**config.mk**
```make
export PLATFORM = sky130hd
export DESIGN_NAME = seq_multiplier
export DESIGN_NICKNAME = d
export VERILOG_FILES = /design/src/rtl/seq_multiplier_pkg.sv /design/src/rtl/mul_step.sv /design/src/rtl/seq_multiplier.sv
export SDC_FILE = /design/constraint.sdc
export NUM_CORES = 1
export LEC_CHECK = 0
export ABC_AREA = 0
export CAP_MARGIN = 20
export CORE_MARGIN = 8
export CORE_UTILIZATION = 24
export CTS_BUF_LIST = sky130_fd_sc_hd__clkbuf_4
export DETAILED_ROUTE_END_ITERATION = 7
export PLACE_DENSITY = 0.46
export SYNTH_ARGS = -nofsm -noshare
export SYNTH_HDL_FRONTEND = slang
export SYNTH_SLANG_ARGS = --single-unit
```
**constraint.sdc**
```tcl
create_clock -name clk -period 5.25 [get_ports clk]
set_input_delay 0.525 -clock clk [delete_from_list [all_inputs] [get_ports clk]]
set_output_delay 0.525 -clock clk [all_outputs]
set_load 0.1 [all_outputs]
```
**src/rtl/seq_multiplier_pkg.sv**
```systemverilog
// Shared state encodings and default operand width for the sequential multiplier.
package seq_multiplier_pkg;

  localparam int DEFAULT_WIDTH = 16;

  typedef enum logic [1:0] {
    IDLE = 2'd0,
    RUN  = 2'd1,
    DONE = 2'd2
  } state_t;

endpackage

```
**src/rtl/mul_step.sv**
```systemverilog
// One radix-2 shift-add step: conditionally add the multiplicand into the upper
// half of the accumulator, then shift the whole {hi, lo} pair right by one bit.
module mul_step #(
  parameter int WIDTH = 16
) (
  input  logic [WIDTH-1:0] mcand,
  input  logic [WIDTH-1:0] acc_hi,
  input  logic [WIDTH-1:0] acc_lo,
  output logic [WIDTH-1:0] next_hi,
  output logic [WIDTH-1:0] next_lo
);

  logic [WIDTH:0] sum;

  // The extra sum bit holds the carry so the shifted result never overflows.
  always_comb begin
    sum     = {1'b0, acc_hi} + ({1'b0, mcand} & {(WIDTH+1){acc_lo[0]}});
    next_hi = sum[WIDTH:1];
    next_lo = {sum[0], acc_lo[WIDTH-1:1]};
  end

endmodule

```
**src/rtl/seq_multiplier.sv**
```systemverilog
// Sequential radix-2 shift-add multiplier, one product per WIDTH+2 cycles.
// Define SEQ_MUL_SIGNED_EN to honour sgn (two's-complement operands).
module seq_multiplier
  import seq_multiplier_pkg::*;
#(
  parameter int WIDTH = DEFAULT_WIDTH
) (
  input  logic               clk,
  input  logic               rst,
  input  logic               in_valid,
  output logic               in_ready,
  input  logic [WIDTH-1:0]   a,
  input  logic [WIDTH-1:0]   b,
  input  logic               sgn,
  output logic               out_valid,
  input  logic               out_ready,
  output logic [2*WIDTH-1:0] m
);

  localparam int CW = $clog2(WIDTH) + 1;

  state_t             state;
  state_t             state_next;
  logic [CW-1:0]      cnt;
  logic [WIDTH-1:0]   mcand;
  logic [WIDTH-1:0]   acc_hi;
  logic [WIDTH-1:0]   acc_lo;
  logic [WIDTH-1:0]   step_hi;
  logic [WIDTH-1:0]   step_lo;
  logic [WIDTH-1:0]   a_mag;
  logic [WIDTH-1:0]   b_mag;
  logic [2*WIDTH-1:0] product;
  logic [2*WIDTH-1:0] m_next;
  logic               last_step;

  assign last_step = (cnt == CW'(1));
  assign product   = {step_hi, step_lo};

`ifdef SEQ_MUL_SIGNED_EN
  logic neg;
  logic neg_q;

  // Work on magnitudes; the sign is reapplied once when the product lands in m.
  always_comb begin
    a_mag = (sgn && a[WIDTH-1]) ? -a : a;
    b_mag = (sgn && b[WIDTH-1]) ? -b : b;
    neg   = sgn & (a[WIDTH-1] ^ b[WIDTH-1]);
  end

  always_ff @(posedge clk) begin
    if (rst)
      neg_q <= 1'b0;
    else if (state == IDLE && in_valid)
      neg_q <= neg;
  end

  assign m_next = neg_q ? -product : product;
`else
  logic unused_sgn;

  assign unused_sgn = sgn;
  assign a_mag      = a;
  assign b_mag      = b;
  assign m_next     = product;
`endif

  mul_step #(.WIDTH(WIDTH)) u_step (
    .mcand   (mcand),
    .acc_hi  (acc_hi),
    .acc_lo  (acc_lo),
    .next_hi (step_hi),
    .next_lo (step_lo)
  );

  always_ff @(posedge clk) begin
    if (rst)
      state <= IDLE;
    else
      state <= state_next;
  end

  always_comb begin
    state_next = state;
    in_ready   = 1'b0;
    out_valid  = 1'b0;
    case (state)
      IDLE: begin
        in_ready = 1'b1;
        if (in_valid)
          state_next = RUN;
      end
      RUN: begin
        if (last_step)
          state_next = DONE;
      end
      DONE: begin
        out_valid = 1'b1;
        if (out_ready)
          state_next = IDLE;
      end
      default: state_next = IDLE;
    endcase
  end

  // m only changes on entry to DONE, so it is stable for the whole handshake.
  always_ff @(posedge clk) begin
    if (rst) begin
      cnt    <= '0;
      mcand  <= '0;
      acc_hi <= '0;
      acc_lo <= '0;
      m      <= '0;
    end else begin
      case (state)
        IDLE: begin
          if (in_valid) begin
            mcand  <= a_mag;
            acc_hi <= '0;
            acc_lo <= b_mag;
            cnt    <= CW'(WIDTH);
          end
        end
        RUN: begin
          acc_hi <= step_hi;
          acc_lo <= step_lo;
          cnt    <= cnt - CW'(1);
          if (last_step)
            m <= m_next;
        end
        default: ;
      endcase
    end
  end

endmodule

```
Yosys cells after proc, flatten, opt, wreduce, memory -nomap -nowiden
Cells that the tools add are included.
{ "word_totals": {"ff_bits": 87, "in_bits": 37, "output_inout_bits": 34, "word_cells": 33} }
{ "classes": {"n_addsub": 2, "n_eq_ne": 6, "mux": 12, "n_bitwise": 1, "n_reduce_logical": 6} }
{ "ops": {"columns": ["operator", "count"], "rows": [
  ["$pmux W16 S2", 2],
  ["$mux W16", 2],
  ["$add A16 B17 Y17", 1],
  ["$and A16 B17 Y17", 1],
  ["$pmux W5 S2", 1],
  ["$mux W2", 3],
  ["$ne A2 B2 Y1 const B", 3],
  ["$pmux W2 S3", 1],
  ["$reduce_and A2 Y1", 3],
  ["$eq A5 B1 Y1 const B", 1],
  ["$mux W5", 1],
  ["$sub A5 B1 Y5 const B", 1],
  ["$reduce_and A3 Y1", 1],
  ["$eq A2 B1 Y1 const B", 1],
  ["$eq A2 B2 Y1 const B", 1],
  ["$logic_not A2 Y1", 1],
  ["$mux W1", 2],
  ["$reduce_bool A2 Y1", 1]
]} }

Longest topological paths before layout
{ "depth": {"word_depth": 3, "ltp_mapped": 10, "depth_no_buf": 9} }

By module
From an unflattened synthesis, not the netlist that was laid out.
{ "unflattened": {"hier_cells": 569, "area_unflattened_um2": 4852.2} }
{ "by_module_without_submodules": {"columns": ["module", "instances", "cells_per_inst", "area_per_inst_um2", "seq_area_each_um2"], "rows": [
  ["seq_multiplier", 1, 427, 3779.9, 1741.7],
  ["mul_step", 1, 142, 1072.3, 0.0]
]} }

Worst setup path after synthesis
OpenSTA, ideal clock, no wires.
{ "synth_timing": {"path_kind": "reg2reg", "startpoint": "register state[0]", "endpoint": "register acc_hi[1]", "t_arrival_ns": 2.612, "required_time_ns": 5.122, "path_slack_ns": 2.510, "path_stages_with_launch": 7, "period_less_slack_ns": 2.740, "path_cell_list": "dfxtp_1 > buf_2 > nor2_1 > nand2_1 > clkbuf_1 > a31oi_1 > nor2_1"} }
{ "synth_via": {"elab_chain_len": 3, "word_cells_on_any_way": 6, "classes_between": "2 x eq/ne; 1 x mux; 3 x reduce/logical"} }
{ "synth_lines": {"columns": ["item", "line", "source"], "rows": [
  ["from (decl)", "seq_multiplier.sv:22", "state_t state;"],
  ["from (signal assigned)", "seq_multiplier.sv:79", "state <= state_next;"],
  ["$eq A2 B1 Y1 / $logic_not A2 Y1 (equally long branches)", "seq_multiplier.sv:114", "case (state)"],
  ["$reduce_bool A2 Y1 (no line) / $ne A2 B2 Y1 (equally long branches)", null, null],
  ["$reduce_and A2 Y1 (no line)", null, null],
  ["to (signal assigned)", "seq_multiplier.sv:124", "acc_hi <= step_hi;"],
  ["to (decl)", "seq_multiplier.sv:26", "logic [WIDTH-1:0] acc_hi;"]
]} }
Parallel ways exist; a longest one is shown, timed or not.
A chain may end at the register's enable or synchronous reset.

Worst setup path in the final report
{ "layout_timing": {"startpoint": "register state[1]", "endpoint": "output out_valid"} }
{ "layout_via": {"elab_chain_len": 2} }
{ "layout_lines": {"columns": ["item", "line", "source"], "rows": [
  ["$eq A2 B2 Y1", "seq_multiplier.sv:86", "case (state)"],
  ["$mux W1", "seq_multiplier.sv:86", null],
  ["to (decl)", "seq_multiplier.sv:15", "output logic out_valid,"]
]} }
No other way between the ends.

==> metrics.md <==
| Metric | Value |
|---|---|
| Outcome | finished, final reports clean |
| Final GP Congestion | 0.797 |
| Max incr delay on CP | 1170 ps |
| Startpoint types | flop |
| # hold bufs at CTS | 0 |
| Initial DRC count | 159 |
| Htree depth | 3 |
| Post-Syn Area per Cell | 7.76 um^2 |
| Dominant cells by area after synthesis | dfxtp_1, nand2_1, a21oi_1 |
| Critical path class | reg2out |
| Post-DR wirelength/cell | 14.2 um |
| Chip width | 149 um |
| IO Count | 71 |
| Fillers | 1909 |
| Seq cells post-synth | 87 |
| Core area | 0.0173 mm^2 |
| P_leak | 1.98 nW |
| Placed cells | 815 |
| TritonCTS clock tree | built |
| Layout cell share with drive strength beyond 1 | 6.44% |
| Seq/Total Area, Yosys | 40.9% |
| CTS buffer count | 9 |
| Reg area | 0.00174 mm^2 |
| Setup Skew | 25.9 ps |
| Hold slack final | 460 ps |
| Post-CTS setup-driven buffer insertion count | 0 |
| Clock transition at path regs | 130 ps |
| Most common cell after layout, fill and taps aside | nand2_1 |
| Worst Path Arrival | 2830 ps |
| Vias/cell | 4.55 |
| Detailed Place HPWL | 8.46 mm |
| Setup crit end kind | output pin |
| Multi-input logic area | 0.00235 mm^2 |
| Worst hold path class | reg2reg |
| Clk buf depth | 2 |
| Crit-path cells | nor2b_1 > clkdlybuf4s50_1 |
| Clk sinks | 87 |
| Buffers on Ports | 69 |
| Residual DRC | 0 |
| Period utilization | 63.8% |
| First-pass GRT wire length | 19.4 mm |
| CTS root buffer | clkbuf_4 |
| Peak VDD IR | 0.0946 mV |
| Post-CTS Resized | 0 |
| Start point of the critical path | state[1] |
| Drt total wl | 11.8 mm |
| Max-cap violations | 0 |
| Post-synth top area share | 40.9% |
| FMAX | 298 MHz |
| Min Tclk post-route | 3350 ps |
| Setup TNS Final | 0 ps |
| Post-route cell area | 0.00528 mm^2 |
| Most frequent cells in the layout | nand2_1, dfxtp_1, nor2_1 |
| Initial Utilization | 24.6% |
| Die height | 149 um |
| Largest net degree at the start of global routing | 38 |
| Worst r2r src | acc_lo[0] |
| Hold path start | mcand[2] |
| Via count | 3789 |
| RSZ-0062 raised after global routing | false |
| Synth cell types | 51 |
| Initial antenna violation count | 1 |
| DIE AREA | 0.0223 mm^2 |
| Worst Max-Slew Pin Slew | 1010 ps |
| GRT Util Overall | 10.9% |
| CP max stage cell | clkdlybuf4s50_1 |
| Layout Cells excl Fill | 832 |
| Nets@finish | 657 |
| Synth Net Count | 605 |
| CP required | 4720 ps |
| Final Hold Vio Count | 0 |
| Antenna-violating nets left | 0 |
| PwrDens | 249 mW/mm^2 |
| Post-synthesis cell area | 0.00426 mm^2 |
| DRT Pass-1 Iters | 4 |
| Syn Inst Count | 549 |
| Area Growth Syn to Fin | 23.9% |
| CP delay by family, top | buffers and inverters |
| Std-Cell Rows | 48 |
| Placed cell areas | 0.00514 mm^2 |
| Relative slew slack | 32.2% |
| Slew Viols, Final | 0 |
| Leading area contributor after synthesis | dfxtp_1 |
| Number of global-route vias before repair | 3744 |
| Critical Path Fanout Max | 24 |
| Total global routing overflow | 0 |
| Ys Warns | 0 |
| Setup violators final | 0 |
| Clk Latency, worst-skew pair | 460 ps |
| Critical path buffers and inverters | 1 |
-- path summary, 6_finish.rpt --
kind / end / slack [ps] / cells past startpoint
min reg2reg: mcand[2] / 460 / 2
max: out_valid / 1900 / 2
min: mcand[2] / 460 / 2
max reg2reg: m[31] / 2230 / 9
-- flip-flops by register name, indices dropped and copies added (netlist names) --
register,cells
acc_hi,16
acc_lo,16
cnt,5
m,32
mcand,16
state,2
-- cell families (layout without fill, tap and decap cells) --
logic type,Yosys count,after routing,synth area share [%]
AND/OR/NAND/NOR,268,268,29.2
AO/OA/AOI/OAI,122,122,17.7
flip-flops,87,87,40.9
buffers and inverters,41,98,4.00
adder cells (fa/ha/maj),19,19,5.76
XOR/XNOR,11,11,2.26
multiplexers,1,1,0.235
other,0,1,0
-- worst register-to-register path, delay by kind of cell (launching register included) --
family,cells,cell delay (ps)
AO/OA/AOI/OAI,6,1510
adder cells (fa/ha/maj),2,640
AND/OR/NAND/NOR,1,240
flip-flops,1,490
-- synthesized netlist by cell type (all sizes together) --
master,instances
a211o,1
a211oi,8
a21o,5
a21oi,73
a22o,3
a31o,1
a31oi,4
a32o,1
a41oi,2
and2,17
and3,1
and4,1
buf,9
clkbuf,25
dfxtp,87
fa,1
ha,18
inv,7
mux2i,1
nand2,99
nand2b,5
nand3,11
nand3b,4
nand4,2
nor2,74
nor2b,20
nor3,19
nor3b,3
nor4,3
nor4b,2
o2111ai,2
o211a,1
o211ai,2
o21a,2
o21ai,14
o31ai,3
or2,2
or3,5
xnor2,10
xor2,1
-- stage by stage --
stage	util, %	worst slack (ps)	power, mW
after global placement	29.6	2330	0.942
after detailed placement	29.7	2280	0.945
after global routing	30.5	1700	1.39
after floorplan	-	2510	0.872
after CTS	30.5	1840	1.34
final	30.5	1900	1.31
-- metal layers --
layer / track usage [%] / vias up / routed length, um
li1: - / 1966 / -
met1: 13.7 / 1765 / 5660
met2: 17.1 / 47 / 5490
met3: 3.49 / 11 / 471
met4: 3.48 / 0 / 172
met5: 0 / - / 0
-- power by group --
| part | total [mW] | switching (mW) | internal [mW] |
|---|---|---|---|
| sequential | 0.717 | 0.0255 | 0.691 |
| combinational | 0.210 | 0.130 | 0.0807 |
| clock | 0.385 | 0.232 | 0.153 |
| total | 1.31 | 0.387 | 0.925 |
-- final cells by class --
class | count | area share, %
Timing Repair Buffer | 75 | 14.1
Sequential cell | 87 | 33.0
Antenna cell | 1 | 0.0474
Clock inverter | 5 | 0.925
Multi-Input combinational cell | 421 | 44.5
Clock buffer | 11 | 1.57
Tap cell | 225 | 5.34
Inverter | 7 | 0.498
No activity file was read; power rests on OpenSTA's default activity.
==> RTL change (same flow settings) <==
Re-encode `state_t` (3 states) as one-hot, 3 bits wide.
--- a/src/rtl/seq_multiplier_pkg.sv
+++ b/src/rtl/seq_multiplier_pkg.sv
@@ -3,10 +3,10 @@
 
   localparam int DEFAULT_WIDTH = 16;
 
-  typedef enum logic [1:0] {
-    IDLE = 2'd0,
-    RUN  = 2'd1,
-    DONE = 2'd2
+  typedef enum logic [2:0] {
+    IDLE = 3'b001,
+    RUN  = 3'b010,
+    DONE = 3'b100
   } state_t;
 
 endpackage
Function: same outputs for any inputs over 10 cycles, from zero or initial values and one cycle with rst high; not proved beyond that.
==> RTL change against the unedited design <==
Core utilization about the same. Synthesized area down 0.85%. Power down 3.2%. Routed wire length down 0.53%. Clock skew down 16 ps. Critical path type unchanged. Design area down 0.40%. Worst setup slack better by 230 ps. Critical endpoint is now in_ready. Sequential cell count up 1.
==> RTL change: results <==
[placement]
hpwl_mm = 8.02
placedInstanceArea_sq_mm = 0.00508

[logic_synthesis]
ys_top_cells_by_count = "sky130_fd_sc_hd__nand2_1 (131), sky130_fd_sc_hd__dfxtp_1 (88), sky130_fd_sc_hd__a21oi_1 (59)"
synth_cell_types = 50
yosysSeqAreaShare = 0.417
yosys.area_share.xor_xnor = 0.0249
synth_adder_area_share = 0.0581
synth.area.mux_share = 0
synth.area.top_cells = "sky130_fd_sc_hd__dfxtp_1 (42%), sky130_fd_sc_hd__nand2_1 (12%), sky130_fd_sc_hd__a21oi_1 (7.0%)"
post_synthesis_net_count = 585
synth_compound_gate_area_share = 0.198
synth_async_sr_flop_share = 0

[worst_setup_path]
worstPathArrival_ps = 2600
r2r_setup_slack_ps = 2280
critPathMaxStageDelay_ps = 1250

[layout]
antenna_cells = 0
drive_gt1_frac = 0.0531

[global_routing]
grt_start_max_net_pins = 64
grt_antenna_before_repair = 0
first_pass_grt_wire_length_mm = 19.4
grt_pass1_vias = 3858
groute.usage.overall = 0.109

[drt]
vias_per_cell = 4.76
drtPass1Iterations = 4
first_iter_violations = 264

[power_and_ir_drop]
combPwrFrac = 0.096
power.leakage_nw = 2.00
p_per_area_mw_per_mm2 = 242
powerClk_w = 0.000443
power_report.internal_total_w = 0.000948

[outcome]
run_status = "finished, final reports clean"

[min_path]
worstHoldPathType = "in -> reg"

[sta]
finClkSkew_ps = 9.46
max_slew_margin = 0.303

[clock_tree]
root_buffer = "sky130_fd_sc_hd__clkbuf_4"
-- RTL change: changes by cell type in the layout (fill, tap and decap cells not counted), moves of 6 or more --
cell / delta
sky130_fd_sc_hd__a21oi_1: -12
sky130_fd_sc_hd__a311oi_1: +16
sky130_fd_sc_hd__nand2_1: +31
sky130_fd_sc_hd__nor2_1: -38
sky130_fd_sc_hd__nor2b_1: -18
sky130_fd_sc_hd__nor3_1: -12
sky130_fd_sc_hd__xnor2_1: -6
sky130_fd_sc_hd__xor2_1: +7
-- RTL change: worst paths after layout --
| path | start | to | cells after the start |
|---|---|---|---|
| setup / recovery | state[0]$_SDFFE_PP1P_ | in_ready | 2 |
| hold / removal | rst | m[22]$_SDFFE_PP0P_ | 2 |
| setup reg to reg | acc_lo[0]$_SDFFE_PP0P_ | m[31]$_SDFFE_PP0P_ | 10 |
| hold reg to reg | mcand[9]$_SDFFE_PP0P_ | mcand[9]$_SDFFE_PP0P_ | 2 |
-- RTL change: routing by layer --
metal	GRT usage	wire (um)	vias to the layer above
li1	-	-	1925
met1	0.133	5440	1825
met2	0.179	5460	86
met3	0.0362	659	14
met4	0.0311	172	0
met5	0	0	-
-- RTL change: per-stage QoR --
step	std cells	hold slack [ps]
after floorplan	529	432
after global placement	792	439
after detailed placement	792	445
after CTS	808	464
after global routing	809	385
final	809	429
-- RTL change: cell type report --
| class | count | area, sq um |
|---|---|---|
| multi-input combinational | 399 | 2290 |
| fill | 1849 | 12000 |
| clock buffer | 12 | 90.1 |
| timing repair buffer | 74 | 736 |
| clock inverter | 4 | 68.8 |
| sequential | 88 | 1760 |
| tap | 225 | 282 |
| inverter | 7 | 26.3 |
-- RTL change: critical path, delay by kind of cell, from the launching register on --
family / cells / cell delay (ps)
buffers and inverters: 1 / 1250
flip-flops: 1 / 390
AND/OR/NAND/NOR: 1 / 500
